==> src/rtl/ps2_host_tx.sv <==
// ps2_host_tx: host-to-device PS/2 transmitter. Sends one command byte to the
// keyboard: inhibit, request-to-send, 8 data bits LSB first, odd parity, stop,
// then checks the device ACK. Lines are driven open-drain through output enables.
module ps2_host_tx #(
  parameter int INHIBIT_CYCLES = 5000,
  parameter int TIMEOUT_CYCLES = 1000000
) (
  input  logic       clk,
  input  logic       rst_n,
  input  logic [7:0] data,
  input  logic       send,
  input  logic       ps2_clk_in,
  input  logic       ps2_dat_in,
  output logic       ps2_clk_oe,
  output logic       ps2_dat_oe,
  output logic       busy,
  output logic       done,
  output logic       err
);

  localparam int INH_W = $clog2(INHIBIT_CYCLES + 1);
  localparam int TO_W  = $clog2(TIMEOUT_CYCLES + 1);
  localparam logic [INH_W-1:0] INH_LAST = INH_W'(INHIBIT_CYCLES - 1);
  localparam logic [INH_W-1:0] INH_ONE  = INH_W'(1);
  localparam logic [TO_W-1:0]  TO_LAST  = TO_W'(TIMEOUT_CYCLES - 1);
  localparam logic [TO_W-1:0]  TO_ONE   = TO_W'(1);

  typedef enum logic [2:0] {
    S_IDLE,
    S_INHIBIT,
    S_START,
    S_RTS,
    S_DATA,
    S_PARITY,
    S_ACK,
    S_WAIT_IDLE
  } state_t;

  logic [1:0]       rst_sync;
  logic             rst_int_n;
  logic [1:0]       clk_sync;
  logic [1:0]       dat_sync;
  logic             clk_prev;
  logic             ps2_fall;
  logic             in_xfer;

  state_t           state, state_n;
  logic [7:0]       data_q, data_n;
  logic             parity_q, parity_n;
  logic             dat_oe_q, dat_oe_n;
  logic [3:0]       bit_cnt, bit_cnt_n;
  logic [INH_W-1:0] inh_cnt, inh_cnt_n;
  logic [TO_W-1:0]  to_cnt, to_cnt_n;
  logic             done_q, done_n;
  logic             err_q, err_n;

  assign rst_int_n = rst_sync[1];

  // Reset asserts immediately but is released only after two clock edges
  always_ff @(posedge clk or negedge rst_n) begin
    if (!rst_n) rst_sync <= 2'b00;
    else        rst_sync <= {rst_sync[0], 1'b1};
  end

  // Bring both raw bus lines into the clk domain; idle bus reads high
  always_ff @(posedge clk or negedge rst_int_n) begin
    if (!rst_int_n) begin
      clk_sync <= 2'b11;
      dat_sync <= 2'b11;
      clk_prev <= 1'b1;
    end else begin
      clk_sync <= {clk_sync[0], ps2_clk_in};
      dat_sync <= {dat_sync[0], ps2_dat_in};
      clk_prev <= clk_sync[1];
    end
  end

  assign ps2_fall = clk_prev & ~clk_sync[1];
  assign in_xfer  = (state == S_RTS) || (state == S_DATA) || (state == S_PARITY) ||
                    (state == S_ACK) || (state == S_WAIT_IDLE);

  // State and datapath registers
  always_ff @(posedge clk or negedge rst_int_n) begin
    if (!rst_int_n) begin
      state    <= S_IDLE;
      data_q   <= 8'h00;
      parity_q <= 1'b0;
      dat_oe_q <= 1'b0;
      bit_cnt  <= 4'd0;
      inh_cnt  <= '0;
      to_cnt   <= '0;
      done_q   <= 1'b0;
      err_q    <= 1'b0;
    end else begin
      state    <= state_n;
      data_q   <= data_n;
      parity_q <= parity_n;
      dat_oe_q <= dat_oe_n;
      bit_cnt  <= bit_cnt_n;
      inh_cnt  <= inh_cnt_n;
      to_cnt   <= to_cnt_n;
      done_q   <= done_n;
      err_q    <= err_n;
    end
  end

  // Sequence the frame on synchronised falling edges; timeout overrides everything
  always_comb begin
    state_n   = state;
    data_n    = data_q;
    parity_n  = parity_q;
    dat_oe_n  = dat_oe_q;
    bit_cnt_n = bit_cnt;
    inh_cnt_n = inh_cnt;
    to_cnt_n  = to_cnt;
    done_n    = 1'b0;
    err_n     = 1'b0;

    if (in_xfer) to_cnt_n = to_cnt + TO_ONE;

    case (state)
      S_IDLE: begin
        dat_oe_n = 1'b0;
        if (send) begin
          data_n   = data;
          parity_n = ~^data;
          state_n  = S_INHIBIT;
        end
      end
      S_INHIBIT: begin
        if (inh_cnt == INH_LAST) begin
          dat_oe_n = 1'b1;
          state_n  = S_START;
        end else begin
          inh_cnt_n = inh_cnt + INH_ONE;
        end
      end
      S_START: begin
        state_n = S_RTS;
      end
      S_RTS: begin
        if (ps2_fall) begin
          dat_oe_n  = ~data_q[0];
          bit_cnt_n = 4'd1;
          state_n   = S_DATA;
        end
      end
      S_DATA: begin
        if (ps2_fall) begin
          bit_cnt_n = bit_cnt + 4'd1;
          if (bit_cnt == 4'd8) begin
            dat_oe_n = ~parity_q;
            state_n  = S_PARITY;
          end else begin
            dat_oe_n = ~data_q[bit_cnt[2:0]];
          end
        end
      end
      S_PARITY: begin
        if (ps2_fall) begin
          bit_cnt_n = 4'd10;
          dat_oe_n  = 1'b0;
          state_n   = S_ACK;
        end
      end
      S_ACK: begin
        if (ps2_fall) begin
          bit_cnt_n = 4'd11;
          if (!dat_sync[1]) begin
            state_n = S_WAIT_IDLE;
          end else begin
            err_n   = 1'b1;
            state_n = S_IDLE;
          end
        end
      end
      S_WAIT_IDLE: begin
        if (clk_sync[1] && dat_sync[1]) begin
          done_n  = 1'b1;
          state_n = S_IDLE;
        end
      end
      default: begin
        state_n = S_IDLE;
      end
    endcase

    if (in_xfer && (to_cnt == TO_LAST)) begin
      done_n   = 1'b0;
      err_n    = 1'b1;
      dat_oe_n = 1'b0;
      state_n  = S_IDLE;
    end

    if (state_n == S_IDLE) begin
      dat_oe_n  = 1'b0;
      bit_cnt_n = 4'd0;
      inh_cnt_n = '0;
      to_cnt_n  = '0;
    end
  end

  assign ps2_clk_oe = (state == S_INHIBIT) || (state == S_START);
  assign ps2_dat_oe = dat_oe_q;
  assign busy       = (state != S_IDLE);
  assign done       = done_q;
  assign err        = err_q;

endmodule

==> config.mk <==
export PLATFORM = sky130hd
export DESIGN_NAME = ps2_host_tx
export DESIGN_NICKNAME = d
export VERILOG_FILES = /design/src/rtl/ps2_host_tx.sv
export SDC_FILE = /design/constraint.sdc
export NUM_CORES = 1
export LEC_CHECK = 0
export ABC_AREA = 1
export ABC_CLOCK_PERIOD_IN_PS = 3940
export BUFFER_PORTS_ARGS = -buffer_cell sky130_fd_sc_hd__buf_4
export CAP_MARGIN = 0
export CORE_AREA = 3 3 85 96
export DETAILED_ROUTE_END_ITERATION = 6
export DIE_AREA = 0 0 88 99
export PLACE_DENSITY_LB_ADDON = 0.08
export SLEW_MARGIN = 15
export SYNTH_ARGS = -nofsm -noshare
export SYNTH_HDL_FRONTEND = slang
export SYNTH_SLANG_ARGS = --single-unit
==> constraint.sdc <==
create_clock -name clk -period 3.94 [get_ports clk]
set_clock_uncertainty 0.15 [all_clocks]
set_input_delay 0.197 -clock clk [delete_from_list [all_inputs] [get_ports clk]]
set_output_delay 0.197 -clock clk [all_outputs]
set_load 0.02 [all_outputs]
### Yosys cells after proc, flatten, opt, wreduce, memory -nomap -nowiden

Index checks and enable logic that the tools add are counted.

* flip-flop bits (word level): 59
* output and inout bits: 5

* add/sub/neg operators: 3
* order comparisons: 1
* equality and inequality tests: 19
* multiplexer cells: 39
* bitwise logic cells: 5
* reduce and logical (&&, ||, !) cells: 19

Operators by type and width (number)
* 2-to-1 mux 20 bit: 2
* 2-to-1 mux 13 bit: 3
* 2-to-1 mux 3 bit: 10
* case mux 3 bit (8 select lines): 1
* adder 20 x 1 -> 20 bit (second input constant): 1
* == test 20 bit (second input constant): 1
* 2-to-1 mux 4 bit: 5
* case mux 4 bit (4 select lines): 1
* 2-to-1 mux 1 bit: 15
* adder 13 x 1 -> 13 bit (second input constant): 1
* == test 13 bit (second input constant): 1
* == test 3 bit (second input constant): 4
* inequality test 3 x 2 -> 1 bit (second input constant): 4
* inequality test 4 x 2 -> 1 bit (second input constant): 3
* AND reduction 5 bit: 2
* XNOR reduction 8 bit: 1
* nonzero test 7 bit: 1
* == test 3 x 2 -> 1 bit (second input constant): 2
* logical NOT 3 bit: 2
* logical OR 1 bit: 5
* case mux 1 bit (5 select lines): 1
* nonzero test 5 bit: 1
* adder 4 x 1 -> 4 bit (second input constant): 1
* == test 4 bit (second input constant): 1
* 11 further kinds: 17

### Longest topological paths before layout

* depth in word-level cells: 10
* mapped depth: 14
* mapped depth without buffers: 12

### Worst setup path after synthesis

OpenSTA, ideal clock, no wires.

* kind: reg-to-reg
* start: reg bit_cnt[0]
* end: reg to_cnt[15]
* library setup time: 0.119 ns
* arrival: 1.707 ns
* data required time: 3.671 ns
* path slack: 1.964 ns
* stages on the path, launching flop included: 15
* path through: dfrtp_1 -> clkbuf_1 -> inv_1 -> ha_1 -> nand2_1 -> nor2_1 -> nand3_1 -> nand2_1 -> nor2_1 -> nand3_1 -> nand2_1 -> nand2_2 -> inv_2 -> buf_6 -> nor2_1

* word-level cells in the longest chain between the ends: 7

RTL lines
* start, declared: line 51 `logic [3:0] bit_cnt, bit_cnt_n;`
* start signal, assigned: line 99 `bit_cnt <= bit_cnt_n;`
* == test 4 bit *: line 151 `if (bit_cnt == 4'd8) begin`
* 2-to-1 mux 3 bit *: line 151
* 2-to-1 mux 3 bit *: line 149 `if (ps2_fall) begin`
* case mux 3 bit (8 select lines) *: line 121 `case (state)`
* 2-to-1 mux 3 bit *: line 188 `if (in_xfer && (to_cnt == TO_LAST)) begin`
* logical NOT 3 bit *: line 195 `if (state_n == S_IDLE) begin`
* 2-to-1 mux 20 bit / nonzero test 2 bit (equally long branches)
* end signal, assigned: line 101 `to_cnt <= to_cnt_n;`
* end, declared: line 53 `logic [TO_W-1:0] to_cnt, to_cnt_n;`

Mark *: on every way between the ends. The rest lies on a longest branch, timed or not.
A chain may end at the register's enable or synchronous reset.

### Worst setup path after layout

* start: reg bit_cnt[0]
* end: reg dat_oe_q (netlist: ps2_dat_oe)

* word-level cells in the longest chain between the ends: 8

RTL lines
* == test 4 bit / binary-select mux 1 bit (select 3 bit) (equally long branches): line 151, 155
* 2-to-1 mux 3 bit / 2-to-1 mux 1 bit (equally long branches): line 151, 155
* 2-to-1 mux 3 bit / NOT 1 bit (equally long branches): line 149, 155
* case mux 3 bit (8 select lines) / 2-to-1 mux 1 bit (equally long branches): line 121, 151
* 2-to-1 mux 3 bit / 2-to-1 mux 1 bit (equally long branches): line 188, 149
* logical NOT 3 bit / case mux 1 bit (5 select lines) (equally long branches): line 195, 121
* inequality test 4 bit (no source line) (tied with other cells)
* AND reduction 5 bit (no source line) / 2-to-1 mux 1 bit (equally long branches)
* end signal, assigned: line 98 `dat_oe_q <= dat_oe_n;`
* end, declared: line 50 `logic dat_oe_q, dat_oe_n;`

Parallel ways exist; a longest one is shown, timed or not. The select of a mux whose other input is x is not followed.

==> flow_summary.yaml <==
status:
  status: "finished, final reports clean"
sta:
  setup_viol: 0
  slew_headroom: 0.400
  slew_violations: 0
  period_needed_ns: 2.52
  min_period_over_period: 0.639
  max_freq_mhz: 397
  grt_setup_unrepaired: "false"
  tightest_slew_ns: 0.899
  hold_viol_final: 0
  tns_ns: 0
layout:
  fillers: 720
  layout.cells.non_filler: 538
  final_util: 0.510
  layout_commonest_cell: "nand2_1"
  synthToLayoutAreaGrowth_pct: 14.9
  drive_gt1_frac: 0.142
  final_cell_mix: "nand2_1 (98), nor2_1 (67), dfrtp_1 (53)"
  multi_input_area_mm2: 0.00151
  nets: 463
  antenna_cells: 0
  fin_area_mm2: 0.00373
  ff_latch_area_mm2: 0.00148
die:
  die_w_um: 88
  initial_core_util: 0.444
  die_area_mm2: 0.00871
  core_mm2: 0.00731
  fp-row-count: 33
  io_pins: 18
  fp.dieH_um: 99
synthesis:
  syn_inst: 412
  synth-compound-area-share: 0.0652
  yosysSeqAreaShare: 0.457
  synth_xor_xnor_area_share: 0.0675
  synth_cell_types: 34
  synth_top_family_by_area: "simple AND/OR/NAND/NOR gates"
  ys_seq_elements: 59
  synthMuxAreaShare: 0.0139
  syn_area_per_cell_um2: 7.87
  ys.warnings.count: 0
  synth-simple-area-share: 0.304
  synthAdderAreaFrac: 0.0154
  synth_area_mm2: 0.00324
  synth_nets: 429
setup_path:
  path_cells: "inv_1 -> ha_1 -> nand2_1 -> nor2_1 -> nand3_1 -> nand2_1 -> nor2_1 -> nand3_1 -> nand2_1 -> nand2_2 -> inv_2 -> nor2_1"
  path_buf_inv: 2
  slowest_delay_ns: 0.57
  ff2ff_path_depth: 12
  start_kind: "flop"
  path_max_fanout: 30
  critPathSlowestCell: "dfrtp_1"
  critical_path_cell_count: 12
  cp-end-kind: "flop"
  path_class: "flop to flop"
  cp.required_ns: 3.98
  crit_family: "simple AND/OR/NAND/NOR gates"
  crit_arrival_ns: 2.56
power:
  p_sw_frac: 0.341
  power_density_mw_per_mm2: 438
  seq_power_share: 0.451
  comb_power_share: 0.239
  clkPwrFrac: 0.310
  p_leak_nw: 1.80
  p_int_w: 0.00107
  p_switching_w: 0.000557
  ir_drop_mv: 0.217
route:
  viasPerCell: 4.95
  drcViolationCount: 0
  initialDrtViolationCount: 74
  wl_per_cell_um: 12.4
  first_pass_iters: 5
  wl_mm: 6.65
  vias: 2661
  ant_nets: 0
place:
  hpwl_mm: 4.64
  placed_cell_area_mm2: 0.00344
  dp_cells: 511
  port-buffer-count: 17
  routabilityCongestion: 0.863
global_routing:
  grt_usage: 0.172
  grt_pass1_vias: 2691
  grt_max_degree: 43
  antenna_found_initial: 0
  grt_pass1_wl_mm: 11.8
  overflow: 0
clock_tree:
  cts.clk_slew.worst_paths_ns: 0.07
  cts_tree: "yes"
  root_buffer: "clkbuf_8"
  cts_buffer_depth: 2
  numCtsBuffers: 9
  clk_latency_ns: 0.34
  cts.sinks: 59
  h-tree-depth: 3
run:
  maxCapViolations: 0
min_path:
  hold_class: "input pin to asynchronous set/reset pin"
[routing by layer]
metal  GRT usage  part of all wire  vias to the layer above
met3      0.0343             0.032                       13
met4      0.0756             0.022                        0
li1            -                 -                     1365
met5           0                 0                        -
met1       0.214              0.47                     1238
met2       0.285              0.48                       45
[timing repair]
| action | in CTS | in global routing |
|---|---|---|
| setup endpoints to repair | 0 | 0 |
| endpoints found under the hold margin | 12 | 0 |
| hold buffers | 11 | 0 |
| setup buffers | 0 | 0 |
| resized for setup | 0 | 0 |
[cells in the mapped netlist, drive strengths merged]
master / n / share of area
a21o: 1 / 0.0023
a21oi: 15 / 0.025
a22o: 1 / 0.0027
buf: 5 / 0.016
clkbuf: 2 / 0.0023
conb: 1 / 0.0012
dfrtp: 54 / 0.42
dfstp: 5 / 0.040
ha: 4 / 0.015
inv: 50 / 0.058
mux2: 4 / 0.014
nand2: 103 / 0.13
nand3: 33 / 0.054
nand4: 6 / 0.013
nor2: 72 / 0.089
nor3: 6 / 0.0093
nor3b: 1 / 0.0023
nor4: 3 / 0.0058
o211ai: 3 / 0.0069
o21ai: 12 / 0.019
o21bai: 3 / 0.0069
o31ai: 1 / 0.0023
or2: 2 / 0.0039
xnor2: 9 / 0.024
xor2: 16 / 0.043
[final cells by class]
class	instances	share of cell area
clock inverters	4	0.00671
multi-input cells	296	0.406
repair buffers	30	0.0678
well taps	87	0.0292
inverters	50	0.0504
clock buffers	12	0.0416
flip-flops and latches	59	0.398
[stage by stage]
stage | hold WS [ns] | power [W] | setup WS [ns]
finish | 0.0161 | 0.00163 | 1.42
global route | 0.0338 | 0.00174 | 1.09
CTS | 0.00452 | 0.00166 | 1.37
detailed placement | -0.170 | 0.00114 | 1.39
global placement | -0.170 | 0.00113 | 1.42
floorplan | -0.249 | 0.00106 | 1.96
[cells by family (layout without fill, tap and decap cells)]
group | Yosys count | after routing
AO/OA/AOI/OAI | 36 | 36
multiplexers | 4 | 4
AND/OR/NAND/NOR | 226 | 226
other | 1 | 1
buffers and inverters | 57 | 96
XOR/XNOR | 25 | 25
adder cells (fa/ha/maj) | 4 | 4
flip-flops | 59 | 59
[sequential cells by signal (all words and copies together) (netlist names)]
register and flops:
bit_cnt 4, clk_prev 1, clk_sync 2, dat_sync 2, data_q 8, done 1
err 1, inh_cnt 13, parity_q 1, ps2_dat_oe 1, rst_sync 2, state 3
to_cnt 20
[worst paths after layout]
kind,startpoint,end,slack [ns]
max,bit_cnt[0]$_DFFE_PN0P_,ps2_dat_oe$_DFFE_PN0P_,1.42
max reg2reg,bit_cnt[0]$_DFFE_PN0P_,ps2_dat_oe$_DFFE_PN0P_,1.42
min,rst_n,rst_sync[1]$_DFF_PN0_,0.02
min reg2reg,rst_sync[0]$_DFF_PN0_,rst_sync[1]$_DFF_PN0_,0.19
min in group clk,rst_sync[0]$_DFF_PN0_,rst_sync[1]$_DFF_PN0_,0.19
max in group asynchronous,rst_sync[1]$_DFF_PN0_,ps2_dat_oe$_DFFE_PN0P_,2.61
[power by group through the flow]
stage | combinational (W) | clock [W] | sequential [W]
after floorplan | 0.000326 | 0 | 0.000731
after detailed placement | 0.000389 | 0 | 0.000749
after global routing | 0.000444 | 0.000552 | 0.000747
after CTS | 0.000400 | 0.000524 | 0.000737
final | 0.000391 | 0.000505 | 0.000736
after global placement | 0.000387 | 0 | 0.000746
Power figures use the tool's default switching activity.
